==> config.mk <==
export PLATFORM = sky130hd
export DESIGN_NAME = out_compare_monitor_flat
export DESIGN_NICKNAME = d
export VERILOG_FILES = /design/src/rtl/out_compare_pkg.sv /design/src/rtl/out_compare_monitor_if.sv /design/src/rtl/out_compare_monitor_sat_counter.sv /design/src/rtl/out_compare_monitor.sv /design/src/flat_wrapper.sv
export SDC_FILE = /design/constraint.sdc
export NUM_CORES = 1
export LEC_CHECK = 0
export ABC_AREA = 0
export BUFFER_PORTS_ARGS = -buffer_cell sky130_fd_sc_hd__buf_2
export CAP_MARGIN = 20
export CORE_ASPECT_RATIO = 0.5
export CORE_MARGIN = 5
export CORE_UTILIZATION = 40
export CTS_BUF_LIST = sky130_fd_sc_hd__clkbuf_16
export DETAILED_ROUTE_END_ITERATION = 10
export PLACE_DENSITY = 0.68
export REMOVE_ABC_BUFFERS = 1
export SLEW_MARGIN = 10
export SYNTH_ARGS = -nofsm -noshare
export SYNTH_HDL_FRONTEND = slang
export SYNTH_SLANG_ARGS = --single-unit
==> constraint.sdc <==
create_clock -name clk -period 1.8 [get_ports clk]
set_input_delay 0.36 -clock clk [delete_from_list [all_inputs] [get_ports clk]]
set_output_delay 0.36 -clock clk [all_outputs]
set_load 0.01 [all_outputs]
==> src/rtl/out_compare_pkg.sv <==
// Shared types and defaults for the output-compare monitor: FSM state encoding,
// default parameter values and the counter-width helper.
package out_compare_pkg;

   typedef enum logic [2:0] {
      ST_IDLE,
      ST_WAIT_STIM,
      ST_SETTLE,
      ST_COMPARE,
      ST_DONE
   } state_e;

   localparam int DEF_WIDTH       = 32;
   localparam int DEF_NUM_VECTORS = 1000;
   localparam int DEF_SETTLE      = 2;
   localparam int DEF_CNT_W       = 16;

   // Smallest counter width that can hold n without wrapping.
   function automatic int cnt_w_for(input int n);
      return $clog2(n + 1);
   endfunction

endpackage

==> src/rtl/out_compare_monitor_if.sv <==
// Bus between the stimulus/DUT side (master) and the compare monitor (slave).
interface out_compare_monitor_if
   import out_compare_pkg::*;
#(
   parameter int WIDTH = DEF_WIDTH,
   parameter int CNT_W = DEF_CNT_W
);
   logic             start;
   logic             stim_valid;
   logic [WIDTH-1:0] golden;
   logic [WIDTH-1:0] dut;
   logic             busy;
   logic             done;
   logic             pass;
   logic             overrun;
   logic             err_strobe;
   logic [CNT_W-1:0] vec_count;
   logic [CNT_W-1:0] mismatch_count;
   logic [CNT_W-1:0] first_fail_idx;
   logic [WIDTH-1:0] first_fail_golden;
   logic [WIDTH-1:0] first_fail_dut;

   modport master (
      output start, stim_valid, golden, dut,
      input  busy, done, pass, overrun, err_strobe, vec_count, mismatch_count,
             first_fail_idx, first_fail_golden, first_fail_dut
   );

   modport slave (
      input  start, stim_valid, golden, dut,
      output busy, done, pass, overrun, err_strobe, vec_count, mismatch_count,
             first_fail_idx, first_fail_golden, first_fail_dut
   );
endinterface

==> src/rtl/out_compare_monitor_sat_counter.sv <==
// Saturating up-counter: clear wins over increment, holds at all-ones.
module sat_counter #(
   parameter int W = 8
) (
   input  logic         clk,
   input  logic         rst_n,
   input  logic         clr_i,
   input  logic         inc_i,
   output logic [W-1:0] cnt_o
);
   logic [W-1:0] cnt_q;

   // NOTE: sequential state is written only with non-blocking assignments so every
   // flop samples pre-edge values regardless of process evaluation order.
   always_ff @(posedge clk or negedge rst_n) begin
      if (!rst_n) begin
         cnt_q <= '0;
      end else if (clr_i) begin
         cnt_q <= '0;
      end else if (inc_i && (cnt_q != '1)) begin
         cnt_q <= cnt_q + W'(1);
      end
   end

   assign cnt_o = cnt_q;
endmodule

==> src/rtl/out_compare_monitor.sv <==
// Response checker: compares golden vs netlist outputs SETTLE edges after each
// stimulus, counts vectors/mismatches, captures the first failure, reports pass.
module out_compare_monitor
   import out_compare_pkg::*;
#(
   parameter int WIDTH       = DEF_WIDTH,
   parameter int NUM_VECTORS = DEF_NUM_VECTORS,
   parameter int SETTLE      = DEF_SETTLE,
   parameter int CNT_W       = DEF_CNT_W
) (
   input logic                  clk,
   input logic                  rst,
   out_compare_monitor_if.slave bus
);
   localparam int SCW = (SETTLE > 1) ? $clog2(SETTLE) : 1;

   if (NUM_VECTORS < 1 || SETTLE < 1 || CNT_W < cnt_w_for(NUM_VECTORS)) begin : g_bad_params
      $error("out_compare_monitor: NUM_VECTORS/SETTLE must be >= 1 and fit in CNT_W");
   end

   state_e           state_q, state_d;
   logic [SCW-1:0]   settle_q, settle_d;
   logic             overrun_q, done_q, pass_q, err_q;
   logic [CNT_W-1:0] ff_idx_q;
   logic [WIDTH-1:0] ff_golden_q, ff_dut_q;

   logic             clear;
   logic             compare_en;
   logic             mismatch;
   logic             first_fail;
   logic             last_vec;
   logic             in_done;
   logic [CNT_W-1:0] vec_count, mis_count;
   logic [CNT_W:0]   vec_next;

   assign compare_en = (state_q == ST_COMPARE);
   assign mismatch   = |(bus.golden ^ bus.dut);
   assign first_fail = compare_en && mismatch && (mis_count == '0);
   assign vec_next   = {1'b0, vec_count} + (CNT_W+1)'(1);
   assign last_vec   = (vec_next == (CNT_W+1)'(NUM_VECTORS));
   assign in_done    = (state_q == ST_DONE) && !bus.start;

   // NOTE: every signal assigned in this block gets a default first; a path that
   // leaves one unassigned would infer a latch.
   always_comb begin
      state_d  = state_q;
      settle_d = settle_q;
      clear    = 1'b0;
      case (state_q)
         ST_IDLE, ST_DONE: begin
            if (bus.start) begin
               state_d = ST_WAIT_STIM;
               clear   = 1'b1;
            end
         end
         ST_WAIT_STIM: begin
            if (bus.stim_valid) begin
               settle_d = SCW'(SETTLE - 1);
               state_d  = (SETTLE == 1) ? ST_COMPARE : ST_SETTLE;
            end
         end
         ST_SETTLE: begin
            settle_d = settle_q - SCW'(1);
            if (settle_q == SCW'(1)) state_d = ST_COMPARE;
         end
         ST_COMPARE: begin
            state_d = last_vec ? ST_DONE : ST_WAIT_STIM;
         end
         default: state_d = ST_IDLE;
      endcase
   end

   always_ff @(posedge clk or negedge rst) begin
      if (!rst) begin
         state_q     <= ST_IDLE;
         settle_q    <= '0;
         overrun_q   <= 1'b0;
         done_q      <= 1'b0;
         pass_q      <= 1'b0;
         err_q       <= 1'b0;
         ff_idx_q    <= '0;
         ff_golden_q <= '0;
         ff_dut_q    <= '0;
      end else begin
         state_q  <= state_d;
         settle_q <= settle_d;
         err_q    <= compare_en && mismatch;
         // done/pass follow the registered DONE state, one edge after the last compare.
         done_q   <= in_done;
         pass_q   <= in_done && (mis_count == '0) && !overrun_q;

         if (clear) begin
            overrun_q <= 1'b0;
         end else if (bus.stim_valid && (state_q == ST_SETTLE || state_q == ST_COMPARE)) begin
            overrun_q <= 1'b1;
         end

         if (clear) begin
            ff_idx_q    <= '0;
            ff_golden_q <= '0;
            ff_dut_q    <= '0;
         end else if (first_fail) begin
            ff_idx_q    <= vec_count;
            ff_golden_q <= bus.golden;
            ff_dut_q    <= bus.dut;
         end
      end
   end

   sat_counter #(.W(CNT_W)) u_vec_cnt (
      .clk   (clk),
      .rst_n (rst),
      .clr_i (clear),
      .inc_i (compare_en),
      .cnt_o (vec_count)
   );

   sat_counter #(.W(CNT_W)) u_mis_cnt (
      .clk   (clk),
      .rst_n (rst),
      .clr_i (clear),
      .inc_i (compare_en && mismatch),
      .cnt_o (mis_count)
   );

   assign bus.busy              = (state_q == ST_WAIT_STIM) || (state_q == ST_SETTLE) ||
                                  (state_q == ST_COMPARE);
   assign bus.done              = done_q;
   assign bus.pass              = pass_q;
   assign bus.overrun           = overrun_q;
   assign bus.err_strobe        = err_q;
   assign bus.vec_count         = vec_count;
   assign bus.mismatch_count    = mis_count;
   assign bus.first_fail_idx    = ff_idx_q;
   assign bus.first_fail_golden = ff_golden_q;
   assign bus.first_fail_dut    = ff_dut_q;
endmodule
==> src/flat_wrapper.sv <==
// flat-port wrapper written by rule: the top's interface ports become plain ports
module out_compare_monitor_flat import out_compare_pkg::*;
#(
   parameter int WIDTH       = DEF_WIDTH,
   parameter int NUM_VECTORS = DEF_NUM_VECTORS,
   parameter int SETTLE      = DEF_SETTLE,
   parameter int CNT_W       = DEF_CNT_W
)
  (clk, rst, bus_start, bus_stim_valid, bus_golden, bus_dut, bus_busy, bus_done, bus_pass, bus_overrun, bus_err_strobe, bus_vec_count, bus_mismatch_count, bus_first_fail_idx, bus_first_fail_golden, bus_first_fail_dut);
  out_compare_monitor_if #(.WIDTH(WIDTH), .CNT_W(CNT_W)) bus_i ();
  input logic clk;
  input logic rst;
  input wire logic [$bits(bus_i.start)-1:0] bus_start;
  input wire logic [$bits(bus_i.stim_valid)-1:0] bus_stim_valid;
  input wire logic [$bits(bus_i.golden)-1:0] bus_golden;
  input wire logic [$bits(bus_i.dut)-1:0] bus_dut;
  output wire logic [$bits(bus_i.busy)-1:0] bus_busy;
  output wire logic [$bits(bus_i.done)-1:0] bus_done;
  output wire logic [$bits(bus_i.pass)-1:0] bus_pass;
  output wire logic [$bits(bus_i.overrun)-1:0] bus_overrun;
  output wire logic [$bits(bus_i.err_strobe)-1:0] bus_err_strobe;
  output wire logic [$bits(bus_i.vec_count)-1:0] bus_vec_count;
  output wire logic [$bits(bus_i.mismatch_count)-1:0] bus_mismatch_count;
  output wire logic [$bits(bus_i.first_fail_idx)-1:0] bus_first_fail_idx;
  output wire logic [$bits(bus_i.first_fail_golden)-1:0] bus_first_fail_golden;
  output wire logic [$bits(bus_i.first_fail_dut)-1:0] bus_first_fail_dut;
  assign bus_i.start = bus_start;
  assign bus_i.stim_valid = bus_stim_valid;
  assign bus_i.golden = bus_golden;
  assign bus_i.dut = bus_dut;
  assign bus_busy = bus_i.busy;
  assign bus_done = bus_i.done;
  assign bus_pass = bus_i.pass;
  assign bus_overrun = bus_i.overrun;
  assign bus_err_strobe = bus_i.err_strobe;
  assign bus_vec_count = bus_i.vec_count;
  assign bus_mismatch_count = bus_i.mismatch_count;
  assign bus_first_fail_idx = bus_i.first_fail_idx;
  assign bus_first_fail_golden = bus_i.first_fail_golden;
  assign bus_first_fail_dut = bus_i.first_fail_dut;
  out_compare_monitor #(.WIDTH(WIDTH), .NUM_VECTORS(NUM_VECTORS), .SETTLE(SETTLE), .CNT_W(CNT_W)) u_core (.clk(clk), .rst(rst), .bus(bus_i));
endmodule
---- Yosys cells after proc, flatten, opt, wreduce, memory -nomap -nowiden ----
Index checks and enable logic that the tools add are counted.
word-level totals
  register bits after elaboration ......... 120
  input bits .............................. 68
  output and inout port bits .............. 117
  logic and storage cells ................. 71
operators by class
  $add $sub $neg .......................... 4
  eq/ne operators ......................... 10
  multiplexer cells ....................... 21
  bitwise logic cells ..................... 1
  reductions and logical operators ........ 24
operators by type and width
  kind                                                                number
  32-bit two-way mux                                                  4
  16-bit two-way mux                                                  6
  16-bit by 1-bit adder with 16-bit output (second input constant)    2
  16-bit != test (second input constant)                              2
  32-bit OR reduction                                                 1
  32-bit bitwise XOR                                                  1
  16-bit by 1-bit adder with 17-bit output (second input constant)    1
  17-bit by 10-bit == test with 1-bit output (second input constant)  1
  16-bit logical NOT                                                  1
  3-bit two-way mux                                                   4
  3-bit one-hot mux with 4 select lines                               1
  2-bit nonzero test                                                  5
  1-bit logical AND                                                   8
  3-bit by 2-bit == test with 1-bit output (second input constant)    2
  1-bit two-way mux                                                   5
  2-bit != test (second input constant)                               2
  3-bit by 1-bit == test with 1-bit output (second input constant)    1
  3-bit == test (second input constant)                               1
  3-bit logical NOT                                                   1
  1-bit logical OR                                                    3
  3-bit AND reduction                                                 1
  1-bit logical NOT                                                   2
  2-bit by 1-bit != test with 1-bit output (second input constant)    1
  1-bit one-hot mux with 2 select lines                               1
  other kinds (3)                                                     3

---- Depth between registers and ports, before layout ----
  word-level depth ........................ 6
  gate-level depth with buffers ........... 9
  gate-level depth less buffers ........... 7

---- Cells and area by module ----
A second synthesis with hierarchy kept.
unflattened totals
  cell total of the unflattened synthesis .. 633
  area, all modules ....................... 6341.1 um^2
by module, submodules not included
  module               instances  cells an instance  area an instance (um^2)  sequential area each (um^2)
  out_compare_monitor  1          437                4456.8                   2202.1
  sat_counter          2          98                 942.2                    400.4

---- Worst setup path before layout ----
Ideal clock, no wire load.
  kind .................................... register to register
  start ................................... register u_core.u_vec_cnt.cnt_q[0], in the netlist u_core.u_vec_cnt.cnt_o[0]
  end ..................................... register u_core.u_vec_cnt.cnt_q[14], in the netlist u_core.u_vec_cnt.cnt_o[14]
  library setup time ...................... 0.132 ns
  arrival ................................. 1.897 ns
  required time ........................... 1.668 ns
  slack ................................... -0.229 ns
  stages on the path, launching flop included .. 10
  buffers on the path ..................... 2
  period minus slack after synthesis ...... 2.029 ns
  path through ............................ dfrtp_1 ha_1 and4_1 buf_2 nand4_1 o21bai_2 buf_2 nor2_1 o21ai_0 o41ai_1
between the ends
  word-level cells in the longest chain between the ends .. 3
  elaborated cells between the ends (all ways) .. 6
  those cells by class .................... add/sub: 1; eq/ne: 1; mux: 2; reduce/logical: 2
ends and longest elaborated chain
  what                                                                        RTL line                                                                      source
  start: declaration                                                          out_compare_monitor_sat_counter.sv:11                                         logic [W-1:0] cnt_q;
  start signal: assignment                                                    out_compare_monitor_sat_counter.sv:21                                         cnt_q <= cnt_q + W'(1);
  16-bit by 1-bit adder with 16-bit output or 16-bit != test (tied branches)  out_compare_monitor_sat_counter.sv:21, out_compare_monitor_sat_counter.sv:20
  16-bit two-way mux or 1-bit logical AND (tied branches)                     out_compare_monitor_sat_counter.sv:20                                         end else if (inc_i && (cnt_q != '1)) begin
  16-bit two-way mux or 2-bit nonzero test (tied branches)                    -
Several ways; a longest one is shown, not always the timed one. The select of a mux whose other input is x is not followed.
A chain may end at the register's enable or synchronous reset.

---- Worst setup path after layout ----
  start ................................... register u_core.u_mis_cnt.cnt_q[0], in the netlist u_core.u_mis_cnt.cnt_o[0]
  end ..................................... register u_core.ff_dut_q[2], in the netlist u_core.bus.first_fail_dut[2]
between the ends
  word-level cells in the longest chain between the ends .. 3
ends and longest elaborated chain
  what                          RTL line                               source
  start: declaration            out_compare_monitor_sat_counter.sv:11
  start signal: assignment      out_compare_monitor_sat_counter.sv:21
  16-bit logical NOT            out_compare_monitor.sv:38              assign first_fail = compare_en && mismatch && (mis_count == '0);
  1-bit logical AND             out_compare_monitor.sv:38
  2-bit nonzero test (no line)  -
  end signal: assignment        out_compare_monitor.sv:105             ff_dut_q <= bus.dut;
  end: declaration              out_compare_monitor.sv:25              logic [WIDTH-1:0] ff_golden_q, ff_dut_q;
Every way passes these cells.

==> results.sh <==
export IMPL_yosys_warnings=0
export IMPL_cp_required_ns=2.12
export IMPL_p_per_area_nw_per_um2=1520
export IMPL_total_power_mw=14.2
export IMPL_endpoint_kind="register"
export IMPL_antenna_found_initial=0
export IMPL_cts_tree="yes"
export IMPL_cts_sinks=120
export IMPL_nNetsFinal=1019
export IMPL_rsz0062_at_grt="yes"
export IMPL_fmax_mhz=479
export IMPL_place_inst=1095
export IMPL_drv_cap=0
export IMPL_clockRootBuffer="clkbuf_16"
export IMPL_final_cells=1159
export IMPL_outcome="finished with violations"
export IMPL_reg2reg_depth=10
export IMPL_irDropWorstVdd_mv=0.928
export IMPL_fill_cells=1089
export IMPL_die_h_um=95.1
export IMPL_synth_edf_count=0
export IMPL_timing_final_crit_period_ns=2.09
export IMPL_fin_worst_skew_ns=0.0114
export IMPL_place_ws_ns=-0.418
export IMPL_finalSetupViolCount=105
export IMPL_wire_per_inst_um=16.9
export IMPL_netlist_area_um2=5800
export IMPL_cp_max_fo=16
export IMPL_min_to="u_core.bus.first_fail_dut[8]"
export IMPL_synth_cell_types=49
export IMPL_synth_area_leader_cell="dfrtp_1"
export IMPL_ys_flop_type="dfrtp_1"
export IMPL_cts_buffer_depth=2
export IMPL_place_hpwl_um=12300
export IMPL_rr_startpoint="u_core.u_mis_cnt.cnt_o[0]"
export IMPL_ys_seq_area_share_pct=51.8
export IMPL_ys_ff_latch=120
export IMPL_n_antenna_cell=0
export IMPL_violations="negative setup slack"
export IMPL_antenna_left=0
export IMPL_routed_wl_um=19500
export IMPL_hold_viol=0
export IMPL_via_per_inst=5.21
export IMPL_num_io_pins=185
export IMPL_setup_slack_ns=-0.288
export IMPL_layout_drive_gt1_share_pct=48.3
export IMPL_port_buffers=184
export IMPL_synthCells=651
export IMPL_power_leakage_nw=4.50
export IMPL_synthTopCellsByArea="dfrtp_1 52%, nand2_1 12%, o21ai_0 8.7%"
export IMPL_hold_path_depth=3
export IMPL_core_area_um2=14400
export IMPL_startpoint_type="register"
export IMPL_clkTransAtPathRegs_ns=0.06
export IMPL_track_usage_pct=20.9
export IMPL_grt_max_degree=53
export IMPL_clk_latency_ns=0.41
export IMPL_min_from="bus_dut[8]"
export IMPL_synth_top_area_share_pct=51.8
export IMPL_grt_pass1_vias=5775
export IMPL_rr_endpoint="u_core.bus.first_fail_dut[2]"
export IMPL_drc=0
export IMPL_syn_avg_cell_area_um2=8.91
export IMPL_grt_overflow=0
export IMPL_multi_input_area_um2=3160
export IMPL_first_iter_violations=285
export IMPL_first_pass_iters=5
export IMPL_htreeDepth=4
export IMPL_start_util_pct=40.4
export IMPL_rows=31
export IMPL_reg2reg_slack_ns=-0.29
export IMPL_via_count=6044
export IMPL_finalMaxSlewViolations=0
export IMPL_hold_class="in2reg"
export IMPL_finalCritPeriodShare_pct=116
export IMPL_slew_headroom_pct=61.1
export IMPL_die_w_um=180
export IMPL_grt_pass1_wl_um=29000
export IMPL_cts_buffers=17
export IMPL_worst_pin_slew_ns=0.583
export IMPL_regArea_um2=3000
export IMPL_arrival_ns=2.41
export IMPL_fp_dieArea_um2=17200
export IMPL_gp_congestion=0.854
export IMPL_async_reset_ff_share_pct=100
export IMPL_area_growth_pct=61.5
export IMPL_critPathKind="reg2reg"
[logic make-up (layout without fill, tap and decap cells)]
kind of cell               count (synthesis)  count (layout)  share of synthesized area (%)
and+or+nand+nor                          284             285                           22.1
AOI/OAI and AO/OA                        148             148                           14.7
DFF                                      120             120                           51.8
buffers and inverters                     50             359                           3.71
xor gates and xnor gates                  41              41                           6.19
muxes                                      5               5                          0.885
adders and majority gates                  3               3                          0.647
[worst max-delay path: stages (launching register included)]
cell,delay [ns]
dfrtp_1,0.39
inv_1,0.11
ha_1,0.15
nor4b_2,0.21
nand4_1,0.24
a211oi_4,0.29
buf_12,0.17
buf_12,0.13
buf_12,0.14
nand2_1,0.07
o21ai_1,0.09
[power by group]
| part | switching, mW | leakage [nW] | internal (mW) | total, mW |
|---|---|---|---|---|
| combinational | 3.33 | 2.57 | 2.73 | 6.06 |
| clock | 1.32 | 0.327 | 2.61 | 3.92 |
| sequential | 0.571 | 1.61 | 3.65 | 4.22 |
[flip-flops by register name, summed over array words and instances, names as in the netlist]
register	cells
u_core.bus.pass	1
u_core.bus.done	1
u_core.u_vec_cnt.cnt_o	16
u_core.state_q	3
u_core.bus.first_fail_dut	32
u_core.u_mis_cnt.cnt_o	16
u_core.bus.first_fail_idx	16
u_core.settle_q	1
u_core.bus.overrun	1
u_core.bus.err_strobe	1
u_core.bus.first_fail_golden	32
[metrics by stage]
step / util, % / setup TNS (ns) / hold WS (ns) / instance area (um^2)
final: 65.3 / -18.35 / 0.183 / 9370
after global routing: 65.3 / -24.54 / 0.182 / 9370
after CTS: 60.4 / -11.36 / 0.165 / 8670
after detailed placement: 53.6 / -35.22 / 0.297 / 7690
after global placement: 53.6 / -31.28 / 0.299 / 7690
after floorplan: - / -335.75 / 0.0644 / 5610
[cells in the final DEF, fill, tap and decap left out, types with 3 or more instances in the layout]
cell	Yosys	routed
a2111oi_4	1	3
a21oi_1	14	4
a21oi_2	0	10
and3_4	0	3
buf_12	0	10
buf_2	19	183
buf_4	0	101
buf_6	0	16
bufinv_16	0	6
clkbuf_16	0	22
clkinv_4	0	3
dfrtp_1	120	119
inv_1	7	8
inv_6	0	3
mux2i_1	4	4
nand2_1	183	162
nand2_2	0	11
nand2_4	0	10
nand3_1	18	7
nand3_2	1	11
nand4_1	19	19
nor2_1	17	13
nor2_4	0	3
nor2b_1	4	3
nor3_1	9	5
nor3_2	0	3
o211ai_1	3	3
o21ai_0	101	39
o21ai_1	5	43
o21ai_2	0	22
o31ai_1	9	6
o31ai_2	0	3
or3_4	0	5
or4_1	4	3
xnor2_1	39	37
[how the worst max path moves through the flow]
stage	from	endpoint	cells past startpoint
after floorplan	u_core.u_mis_cnt.cnt_o[0]	u_core.bus.first_fail_dut[0]	6
after global placement	bus_dut[13]	u_core.bus.first_fail_golden[24]	10
after detailed placement	bus_dut[13]	u_core.bus.first_fail_golden[13]	9
after CTS	u_core.u_mis_cnt.cnt_o[4]	u_core.bus.first_fail_dut[25]	9
after global routing	u_core.u_mis_cnt.cnt_o[0]	u_core.bus.first_fail_dut[2]	10
final	u_core.u_mis_cnt.cnt_o[0]	u_core.bus.first_fail_dut[2]	10
[routing by layer]
layer	global-route usage, %	part of all wire (%)
met5	0	0
met1	25.5	40
met3	3.93	4.9
met4	6.42	3.0
met2	38.2	52
[cell usage after synthesis (3+ instances only)]
master	instances
o21ai_0	101
nor2b_1	4
buf_2	19
a21oi_1	14
nand2_1	183
inv_1	7
dfrtp_1	120
clkbuf_1	20
nand3_1	18
xnor2_1	39
ha_1	3
nor3_1	9
o21ai_1	5
or3_1	6
nor2_1	17
o31ai_1	9
mux2i_1	4
and3_1	5
or4_1	4
clkbuf_2	3
and2_1	4
nand4_1	19
o211ai_1	3
[final cells by class]
class                           count  share of cell area, %
Clock buffer                       17                   4.54
Clock inverter                     15                   2.64
Inverter                            8                  0.321
Multi-Input combinational cell    482                   33.8
Sequential cell                   120                   32.1
Tap cell                          198                   2.64
Timing Repair Buffer              319                   24.0
[timing repair]
action                                  in CTS  in global routing
gates cloned                                 2                  7
gates resized for setup                     71                147
endpoints found under the hold margin       21                  0
endpoints found under the setup margin     107                114
hold buffers                                 1                  0
setup buffers                               13                 11
pin swaps                                   20                 54
Note: power is estimated with default switching activity, not from simulation.
